==> config.mk <==
export PLATFORM = sky130hd
export DESIGN_NAME = phase_sequencer
export DESIGN_NICKNAME = d
export VERILOG_FILES = /design/src/rtl/rockwave_phase_pkg.sv /design/src/rtl/phase_next_sel.sv /design/src/rtl/phase_sequencer.sv
export SDC_FILE = /design/constraint.sdc
export NUM_CORES = 1
export LEC_CHECK = 0
export BUFFER_PORTS_ARGS = -buffer_cell sky130_fd_sc_hd__buf_2
export CAP_MARGIN = 0
export CORE_MARGIN = 10
export CORE_UTILIZATION = 48
export CTS_CLUSTER_DIAMETER = 30
export DETAILED_ROUTE_END_ITERATION = 10
export GPL_TIMING_DRIVEN = 0
export PLACE_DENSITY = 0.76
export SYNTH_ARGS = -nofsm -noshare
export SYNTH_HDL_FRONTEND = slang
export SYNTH_HIERARCHICAL = 1
export SYNTH_SLANG_ARGS = --single-unit
==> constraint.sdc <==
create_clock -name clk -period 2.7 [get_ports clk]
set_clock_uncertainty 0.15 [all_clocks]
set_input_delay 0.27 -clock clk [delete_from_list [all_inputs] [get_ports clk]]
set_output_delay 0.27 -clock clk [all_outputs]
set_load 0.05 [all_outputs]
==> src/rtl/rockwave_phase_pkg.sv <==
// rockwave_phase_pkg: shared phase indices, limits and index-width helper for the phase sequencer
package rockwave_phase_pkg;
  localparam int PH_FETCH = 0;
  localparam int PH_DECODE = 1;
  localparam int PH_EXECUTE = 2;
  localparam int PH_MEMACC = 3;
  localparam int PH_WRITEBACK = 4;
  localparam int PHASE_MAX = 8;
  function automatic int idx_w(input int n);
    return (n < 2) ? 1 : $clog2(n);
  endfunction
endpackage

==> src/rtl/phase_next_sel.sv <==
// phase_next_sel: picks the lowest non-skipped phase above the current one, or flags instruction exit
module phase_next_sel #(
  parameter int N = 5
) (
  input  logic [N-1:0] cur,
  input  logic [N-1:0] skip,
  input  logic         last,
  output logic [N-1:0] nxt,
  output logic         done
);
  logic [N-1:0] cand;
  logic         seen;
  logic         found;
  always_comb begin
    cand = '0;
    seen = 1'b0;
    found = 1'b0;
    for (int j = 0; j < N; j++) begin
      if (seen && !skip[j] && !found) begin
        cand[j] = 1'b1;
        found = 1'b1;
      end
      seen = seen | cur[j];
    end
    nxt = last ? '0 : cand;
    done = last | ~found;
  end
endmodule

==> src/rtl/phase_sequencer.sv <==
// phase_sequencer: one-hot multi-cycle instruction phase sequencer with skip, flush, halt, error recovery and instret
module phase_sequencer
  import rockwave_phase_pkg::*;
#(
  parameter int NUM_PHASES = 5,
  parameter int CNT_W = 32,
  localparam int IDX_W = idx_w(NUM_PHASES)
) (
  input  logic                  clk,
  input  logic                  rst,
  input  logic [NUM_PHASES-1:0] stall,
  input  logic [NUM_PHASES-1:0] skip,
  input  logic                  flush,
  input  logic                  halt_req,
  output logic [NUM_PHASES-1:0] phase,
  output logic [IDX_W-1:0]      phase_idx,
  output logic                  halted,
  output logic                  retire,
  output logic [CNT_W-1:0]      instret,
  output logic                  err
);
  localparam logic [NUM_PHASES-1:0] FETCH = NUM_PHASES'(1);
  logic [NUM_PHASES-1:0] state_q, state_d, nxt;
  logic [CNT_W-1:0]      instret_q, instret_d;
  logic                  retire_q, retire_d, err_q, err_d;
  logic                  done, illegal, idle;
  logic [IDX_W-1:0]      idx;
  phase_next_sel #(.N(NUM_PHASES)) u_sel (
    .cur (state_q),
    .skip(skip),
    .last(state_q[NUM_PHASES-1]),
    .nxt (nxt),
    .done(done)
  );
  assign idle = (state_q == '0);
  assign illegal = |(state_q & (state_q - FETCH));
  always_comb begin
    state_d = state_q;
    instret_d = instret_q;
    retire_d = 1'b0;
    err_d = err_q;
    if (idle) state_d = halt_req ? '0 : FETCH;
    else if (illegal) begin
      state_d = FETCH;
      err_d = 1'b1;
    end
    else if (flush) state_d = FETCH;
    else if (state_q[0] && halt_req) state_d = '0;
    else if (|(state_q & stall)) state_d = state_q;
    else if (done) begin
      state_d = halt_req ? '0 : FETCH;
      retire_d = 1'b1;
      instret_d = instret_q + CNT_W'(1);
    end
    else state_d = nxt;
  end
  always_comb begin
    idx = '0;
    for (int i = NUM_PHASES - 1; i >= 0; i--)
      if (state_q[i]) idx = IDX_W'(i);
  end
  always_ff @(posedge clk) begin
    if (rst) begin
      state_q <= FETCH;
      instret_q <= '0;
      retire_q <= 1'b0;
      err_q <= 1'b0;
    end else begin
      state_q <= state_d;
      instret_q <= instret_d;
      retire_q <= retire_d;
      err_q <= err_d;
    end
  end
  assign phase = state_q;
  assign phase_idx = idx;
  assign halted = idle;
  assign retire = retire_q;
  assign instret = instret_q;
  assign err = err_q;
endmodule
=== Word-level counts from Yosys, hierarchy flattened ===
Cells that the tools add are included.
W data, S select, Z words.

* Register bits after elaboration: 39
* Input port bits: 14
* Word-level logic and storage cells: 61
* Output and inout bits: 43

* Multiplexer cells: 21
* Bitwise gates (word level): 12
* Equality and inequality tests: 1
* Add/sub/neg operators: 2
* Reductions and logical operators: 21

{| class="wikitable"
|+ Operators with widths
! kind !! number
|-
| $mux W5 || 7
|-
| $add A32 B1 Y32 const B || 1
|-
| $mux W3 || 5
|-
| $reduce_or A14 Y1 || 1
|-
| $and A5 B5 Y5 || 2
|-
| $reduce_or A5 Y1 || 2
|-
| $mux W1 || 9
|-
| $logic_and A1 B1 Y1 || 8
|-
| $logic_not A1 Y1 || 7
|-
| $not A1 Y1 || 6
|-
| $reduce_and A6 Y1 || 1
|-
| $logic_not A5 Y1 || 1
|-
| $ne A5 B5 Y1 const B || 1
|-
| $sub A5 B1 Y5 const B || 1
|-
| $or A1 B1 Y1 || 4
|-
| $reduce_and A2 Y1 || 1
|}

=== Logic depth before layout (Yosys ltp) ===
Gate-level depths: netlist of run 1.

* Depth in word-level cells: 20
* Gate-level depth with buffers: 10
* Depth with buffers taken out: 8

=== By module ===
The synthesis of run 1 kept the hierarchy.

{| class="wikitable"
|+ By module, submodules not included
! module !! area each (µm²) !! cells an instance !! instances !! sequential area each (µm²)
|-
| phase_sequencer || 2169.6 || 260 || 1 || 780.7
|-
| phase_next_sel || 110.1 || 17 || 1 || 0.0
|}

=== Worst setup path before layout of run 1 ===
OpenSTA, ideal clock, no wires.

* Path type: register -> register
* Start point: reg state_q[0], in the netlist phase[0]
* End point: reg instret_q[26], in the netlist instret[26]
* Arrival: 2618 ps
* Period minus slack after synthesis: 2839 ps
* Cell stages (with the launch flop): 11
* Setup time: 70 ps
* Path slack: -139 ps
* Data required time: 2480 ps
* Cells stage by stage: dfxtp_1 > nor4_2 > o21ai_0 > o21bai_1 > clkbuf_1 > a21boi_0 > and4_4 > o21ai_2 > buf_6 > or4_1 > a21oi_1

* Word-level cells in the longest chain between the ends: 14
* Elaborated cells between the ends (all ways): 31

{| class="wikitable"
|+ RTL lines
! what !! line !! text
|-
| start: declaration || phase_sequencer.sv:23 || <nowiki>logic [NUM_PHASES-1:0] state_q, state_d, nxt;</nowiki>
|-
| start signal: assignment || phase_sequencer.sv:69 || <nowiki>state_q <= state_d;</nowiki>
|-
| $logic_and A1 B1 Y1 || phase_next_sel.sv:19 || <nowiki>if (seen && !skip[j] && !found) begin</nowiki>
|-
| $mux W1 || phase_next_sel.sv:19 ||
|-
| $logic_not A1 Y1 || phase_next_sel.sv:19 ||
|-
| $logic_and A1 B1 Y1 || phase_next_sel.sv:19 ||
|-
| $mux W1 || phase_next_sel.sv:19 ||
|-
| $logic_not A1 Y1 || phase_next_sel.sv:19 ||
|-
| $logic_and A1 B1 Y1 || phase_next_sel.sv:19 ||
|-
| $mux W1 || phase_next_sel.sv:19 ||
|-
| $logic_not A1 Y1 || phase_next_sel.sv:19 ||
|-
| $logic_and A1 B1 Y1 || phase_next_sel.sv:19 ||
|-
| $mux W1 (*) || phase_next_sel.sv:19 ||
|-
| $not A1 Y1 (*) || phase_next_sel.sv:26 || <nowiki>done = last | ~found;</nowiki>
|-
| $or A1 B1 Y1 (*) || phase_next_sel.sv:26 ||
|-
| net done || phase_sequencer.sv:26 || <nowiki>logic done, illegal, idle;</nowiki>
|-
| $reduce_and A6 Y1 (no source line) (*) || - ||
|-
| end signal: assignment || phase_sequencer.sv:70 || <nowiki>instret_q <= instret_d;</nowiki>
|-
| end: declaration || phase_sequencer.sv:24 || <nowiki>logic [CNT_W-1:0] instret_q, instret_d;</nowiki>
|}

The timed path passes the listed nets; every way through them passes the cells marked *.
A chain may end at the register's enable or synchronous reset.

=== Final worst setup path of run 1 ===
Same ends and word-level chain as after synthesis.

==> out/qor.yml, run 1 <==
relSlewSlack: 0.620
synth_enable_flop_cells: 0
p_comb_frac: 0.123
synth.distinct_cells: 50
power_leakage_nw: 1.21
hold_ws_ns: 0.221
crit_required_ns: 2.78
min-delay-start: "halt_req"
p_int_w: 0.00100
ctsHoldBuffers: 0
num_antenna_cells: 0
hpwl_um: 4580
grt_pass1_vias: 2124
vias: 2364
viasPerCell: 5.97
final_common_cell: "buf_2"
critPathKind: "reg2reg"
drcViolationCount: 0
syn_inst: 277
mostFrequentLayoutCells: "buf_2, dfxtp_1, nor2_1, a21oi_1"
maxCapViolCount: 0
layout.nets: 356
r2r-end: "instret[26]"
slew_viol_final: 0
power_switching_w: 0.000333
cts_num_sinks: 39
ios: 57
power.density_nw_per_um2: 476
setup-tns-final_ns: 0
cts_tree: "yes"
layout-drive-gt1-share: 0.251
path_clk_slew_ns: 0.08
die_area_sq_um: 7910
holdPathEnd: "phase[0]"
cp_max_fo: 10
worstPathCellList: "nor4_4, o21ai_1, o21bai_1, buf_4, a21boi_4, and4_4, o21ai_2, buf_6, or4_1, a21oi_1"
end_kind: "register"
synthToLayoutAreaGrowth_pct: 23.2
drtIter0Drc: 232
fin_crit_ns: 2.58
async_flop_share: 0
routedWlPerCell_um: 15.8
wl_um: 6250
min_path_cells: 3
synth.ff_latch_count: 39
place_congestion: 0.826
setup-violations-final: 0
synthFlopType: "dfxtp_1"
dr.pass1.iters: 4
fin_crit_sh: 0.957
core_area_sq_um: 4660
io_buffers: 55
cts_max_level: 2
rsz0062_at_grt: "false"
reg2reg_from: "phase[0]"
worst_path_largest_cell_delay_ns: 0.49
cp-start-kind: "register"
synth_area_sq_um: 2280
grt_max_degree: 14
synthesis.nets: 292
hold_viol_final: 0
ir_worst_vdd_mv: 0.278
rr_worst_depth: 10
cts-root-buf: "clkbuf_8"
yosysTopAreaCell: "dfxtp_1"
slowest_stage: "or4_1"
synth_top_area_frac: 0.342
rows: 25
status: "completed"
grt.total_usage: 0.162
hold_class: "in2reg"
ant_nets: 0
tightest_slew_ns: 0.570
die_y_um: 88.9
grt_pass1_wl_um: 10400
dieWidth_um: 88.9
pwr-share-seq: 0.439
synth-seq-area-share: 0.342
antenna_found_initial: 0
start_util: 0.489
netSwitchingFraction: 0.249
synth.area.top_cells: "dfxtp_1, nor2_1, a21oi_1, mux2_1, o31ai_1"
worst_ep_arrival_time_ns: 2.66
instances_no_fill: 396
syn_avg_cell_area_sq_um: 8.23
insertion_delay_ns: 0.30
grt_overflow: 0
dp.cells: 386
clk_path_buf_depth: 2
max_freq_mhz: 387
clkPwrFrac: 0.438
regToRegSetupSlack_ns: 0.12
yosysWarnings: 6
cts_buffers: 5
state kept, by name, summed over array words and instances (netlist names):
signal and count:
phase 5, err 1, instret 32, retire 1
cells by family after synthesis:
logic type	synth area share
compound gates	0.190
xor+xnor	0.0192
fa+ha+maj	0.00988
buf+inv	0.0593
flops	0.342
mux	0.0582
other cells	0.00164
simple gates	0.319
layout make-up:
| class | instances | area (sq um) |
|---|---|---|
| Fill cell | 432 | 1850 |
| Multi-Input combinational cell | 212 | 1390 |
| Sequential cell | 39 | 788 |
| Timing Repair Buffer | 57 | 290 |
| Buffer | 20 | 116 |
| Clock buffer | 5 | 68.8 |
| Clock inverter | 3 | 67.6 |
| Tap cell | 54 | 67.6 |
| Inverter | 6 | 22.5 |
how the worst max path moves through the flow:
| stage | from | to | slack (ns) | depth (start not counted) |
|---|---|---|---|---|
| 2_1_floorplan | phase[0] | instret[26] | 0.01 | 10 |
| 3_3_place_gp | phase[0] | instret[30] | -0.08 | 10 |
| 3_5_place_dp | phase[0] | instret[26] | -0.17 | 10 |
| 4_1_cts | phase[0] | instret[26] | 0.006 | 10 |
| 5_1_grt | phase[0] | instret[30] | 0.01 | 10 |
| 6_report | phase[0] | instret[26] | 0.12 | 10 |
Yosys cell counts (all sizes together), types with 4 or more instances:
| cell | number |
|---|---|
| dfxtp | 39 |
| nor2 | 34 |
| a21oi | 25 |
| nor2b | 12 |
| o31ai | 12 |
| or4 | 12 |
| clkbuf | 11 |
| mux2 | 10 |
| nand2 | 10 |
| nand3 | 10 |
| nand4 | 10 |
| buf | 9 |
| and4 | 8 |
| nor3 | 8 |
| and3 | 7 |
| o21ai | 7 |
| inv | 6 |
| nand2b | 5 |
| nor3b | 4 |
repair_timing:
action	4_1_cts	5_1_grt
endpoints found under the setup margin	13	15
pin swaps	0	1
setup buffers	0	2
hold endpoints to repair	0	0
resized for setup	3	7
worst max-delay path: cells and delay by family (launching register included):
family | cells | cell delay, ns
simple gates | 3 | 1.03
compound gates | 5 | 0.62
flops | 1 | 0.39
buf+inv | 2 | 0.32
through the flow:
step                utilization  area [sq um]  total power, W  setup slack (ns)
finish                    0.602          2810         0.00134             0.115
global route              0.602          2810         0.00139            0.0145
CTS                       0.594          2770         0.00133           0.00578
detailed placement        0.564          2630        0.000752            -0.170
global placement          0.564          2630        0.000749           -0.0797
floorplan                     -          2280        0.000710           0.00951
per-layer routing:
metal | GRT usage | up-vias | part of all wire | wire (um)
li1 | - | 1160 | - | -
met4 | 0.0558 | 0 | 0.020 | 124
met1 | 0.209 | 1109 | 0.43 | 2710
met5 | 0 | - | 0 | 0
met3 | 0.0419 | 15 | 0.071 | 441
met2 | 0.256 | 80 | 0.48 | 2980
power groups by stage:
stage | Clock, W | Sequential (W) | Combinational (W)
2_1_floorplan | 0 | 0.000613 | 0.0000972
3_3_place_gp | 0 | 0.000599 | 0.000150
3_5_place_dp | 0 | 0.000600 | 0.000153
4_1_cts | 0.000594 | 0.000586 | 0.000155
5_1_grt | 0.000623 | 0.000588 | 0.000182
6_report | 0.000585 | 0.000587 | 0.000165
Note: power is estimated with default switching activity, not from simulation.
==> inputs of run 2 (changes only) <==
--- a/config.mk
+++ b/config.mk
@@ -8,11 +8,13 @@
 export BUFFER_PORTS_ARGS = -buffer_cell sky130_fd_sc_hd__buf_2
 export CAP_MARGIN = 0
 export CORE_MARGIN = 10
-export CORE_UTILIZATION = 48
+export CORE_UTILIZATION = 50
+export CTS_BUF_LIST = sky130_fd_sc_hd__clkbuf_2 sky130_fd_sc_hd__clkbuf_4 sky130_fd_sc_hd__clkbuf_8
 export CTS_CLUSTER_DIAMETER = 30
 export DETAILED_ROUTE_END_ITERATION = 10
 export GPL_TIMING_DRIVEN = 0
-export PLACE_DENSITY = 0.76
+export PLACE_DENSITY = 0.79
+export SKIP_CTS_REPAIR_TIMING = 1
 export SYNTH_ARGS = -nofsm -noshare
 export SYNTH_HDL_FRONTEND = slang
 export SYNTH_HIERARCHICAL = 1
==> run 2 against run 1 <==
- critical path depth decreased by 3
- clock-buffer cell count stayed put
- cell count fell by 0.51%
- die area is 3.1% lower
- setup slack got worse by 0.0024 ns
- largest power group unchanged
- sequential share of layout area is 0.34 points higher
- core utilization is 3.0 points higher
- largest cell class unchanged
==> out/qor.yml, run 2 (synthesized netlist as in run 1, its figures left out) <==
place_congestion: 0.838  # was 0.826
max_freq_mhz: 387  # about the same
grt_max_degree: 14  # unchanged
worst_path_largest_cell_delay_ns: 0.52  # was 0.49 ns
worst_ep_arrival_time_ns: 2.62  # was 2.66 ns
end_kind: "register"  # unchanged
relSlewSlack: 0.583  # was 0.620
critPathKind: "reg2reg"  # unchanged
routedWlPerCell_um: 15.7  # was 15.8 um
cts-root-buf: "clkbuf_8"  # unchanged
final_common_cell: "buf_2"  # unchanged
startpoint: "phase[2]"  # was phase[0]
vias: 2304  # was 2364
start_util: 0.520  # was 0.489
die_area_sq_um: 7660  # was 7910 sq um
drcViolationCount: 0  # unchanged
die_y_um: 87.5  # was 88.9 um
critPathBufInv: 2  # unchanged
insertion_delay_ns: 0.30  # about the same
grt_pass1_vias: 2239  # was 2124
cts_tree: "yes"  # unchanged
slowest_stage: "a211oi_4"  # was or4_1
rows: 24  # was 25
grt.total_usage: 0.163  # was 0.162
pre_cts_ws_ns: -0.173  # was -0.170 ns
setup-violations-final: 0  # unchanged
worstPathCellList: "buf_2, nor4b_1, a32oi_1, a211oi_4, buf_6, nand3_1, mux2_1"  # was nor4_4, o21ai_1, o21bai_1, buf_4, a21boi_4, and4_4, o21ai_2, buf_6, or4_1, a21oi_1
cp-start-kind: "register"  # unchanged
layout.nets: 356  # unchanged
cp_top_family: "compound AO/OA/AOI/OAI gates"  # was simple AND/OR/NAND/NOR gates
hold_viol_final: 0  # unchanged
slew_viol_final: 0  # unchanged
io_buffers: 55  # unchanged
dr.pass1.iters: 4  # unchanged
setup_ws_ns: 0.113  # was 0.115 ns
largest_reg_flops: 32  # unchanged
min-delay-start: "halt_req"  # unchanged
clk_path_buf_depth: 2  # unchanged
dieWidth_um: 87.5  # was 88.9 um
cts_max_level: 2  # unchanged
tightest_slew_ns: 0.625  # was 0.570 ns
grt_overflow: 0  # unchanged
fin_crit_sh: 0.958  # was 0.957
power.density_nw_per_um2: 449  # was 476 nW/um^2
wl_um: 6200  # was 6250 um
maxCapViolCount: 0  # unchanged
hold_class: "in2reg"  # unchanged
ios: 57  # unchanged
viasPerCell: 5.85  # was 5.97
mostFrequentLayoutCells: "buf_2, dfxtp_1, nor2_1, a21oi_1"  # unchanged
power_leakage_nw: 1.20  # was 1.21 nW
status: "completed"  # unchanged
layout-drive-gt1-share: 0.251  # unchanged
crit_required_ns: 2.74  # was 2.78 ns
drtIter0Drc: 172  # was 232
placed_area_sq_um: 2630  # about the same
cp_max_fo: 10  # unchanged
cts_num_sinks: 39  # unchanged
synthToLayoutAreaGrowth_pct: 21.7  # was 23.2%
ant_nets: 0  # unchanged
path_clk_slew_ns: 0.08  # about the same
ir_worst_vdd_mv: 0.289  # was 0.278 mV
fin_crit_ns: 2.59  # was 2.58 ns
grt_pass1_wl_um: 10300  # was 10400 um
hold_ws_ns: 0.188  # was 0.221 ns
cts_buffers: 5  # unchanged
antenna_found_initial: 0  # unchanged
hpwl_um: 4600  # was 4580 um
num_antenna_cells: 0  # unchanged
reg2reg_from: "phase[2]"  # was phase[0]
final_area_sq_um: 2770  # was 2810 sq um
core_area_sq_um: 4380  # was 4660 sq um
## run 2: changes by cell type in the layout (fill, tap and decap cells not counted), sizes merged
cell / previous run / this run
clkinvlp: 1 / 0
clkinv: 0 / 2
bufinv: 2 / 1
## run 2: stage by stage
stage | TNS, ns | power [W] | instances | utilization
2_1_floorplan | 0 | 0.000710 | 277 | -
3_3_place_gp | -0.288 | 0.000750 | 384 | 0.599
3_5_place_dp | -0.624 | 0.000753 | 384 | 0.599
4_1_cts | -0.928 | 0.00125 | 392 | 0.624
5_1_grt | -0.00129 | 0.00129 | 394 | 0.633
6_report | 0 | 0.00124 | 394 | 0.633
## run 2: worst paths after layout
check / endpoint / slack (ns) / depth (start not counted)
worst min register to register: err / 0.32 / 2
worst min-delay path: phase[0] / 0.19 / 3
worst max register to register: instret[21] / 0.11 / 7
worst max-delay path: instret[21] / 0.11 / 7
## run 2: layer usage
metal,GRT usage,up-vias,routed length [um]
li1,-,1153,-
met4,0.0623,0,91
met5,0,-,0
met3,0.0478,8,502
met1,0.194,1062,2680
met2,0.267,81,2930
## run 2: final cells by class
type / count / area [sq um]
Fill cell: 376 / 1610
Multi-Input combinational cell: 212 / 1380
Sequential cell: 39 / 788
Timing Repair Buffer: 57 / 290
Buffer: 20 / 116
Clock buffer: 5 / 68.8
Tap cell: 52 / 65.1
Clock inverter: 3 / 43.8
Inverter: 6 / 22.5
## run 2: report_power, final
group / switching [W] / internal, W
registers: 0.00000727 / 0.000579
clock network: 0.000222 / 0.000275
logic: 0.000108 / 0.0000536
## run 2: worst reg2reg max path, stage by stage (launching register included)
cell	delay, ns
dfxtp_2	0.39
buf_2	0.21
nor4b_1	0.39
a32oi_1	0.20
a211oi_4	0.52
buf_6	0.22
nand3_1	0.09
mux2_1	0.31
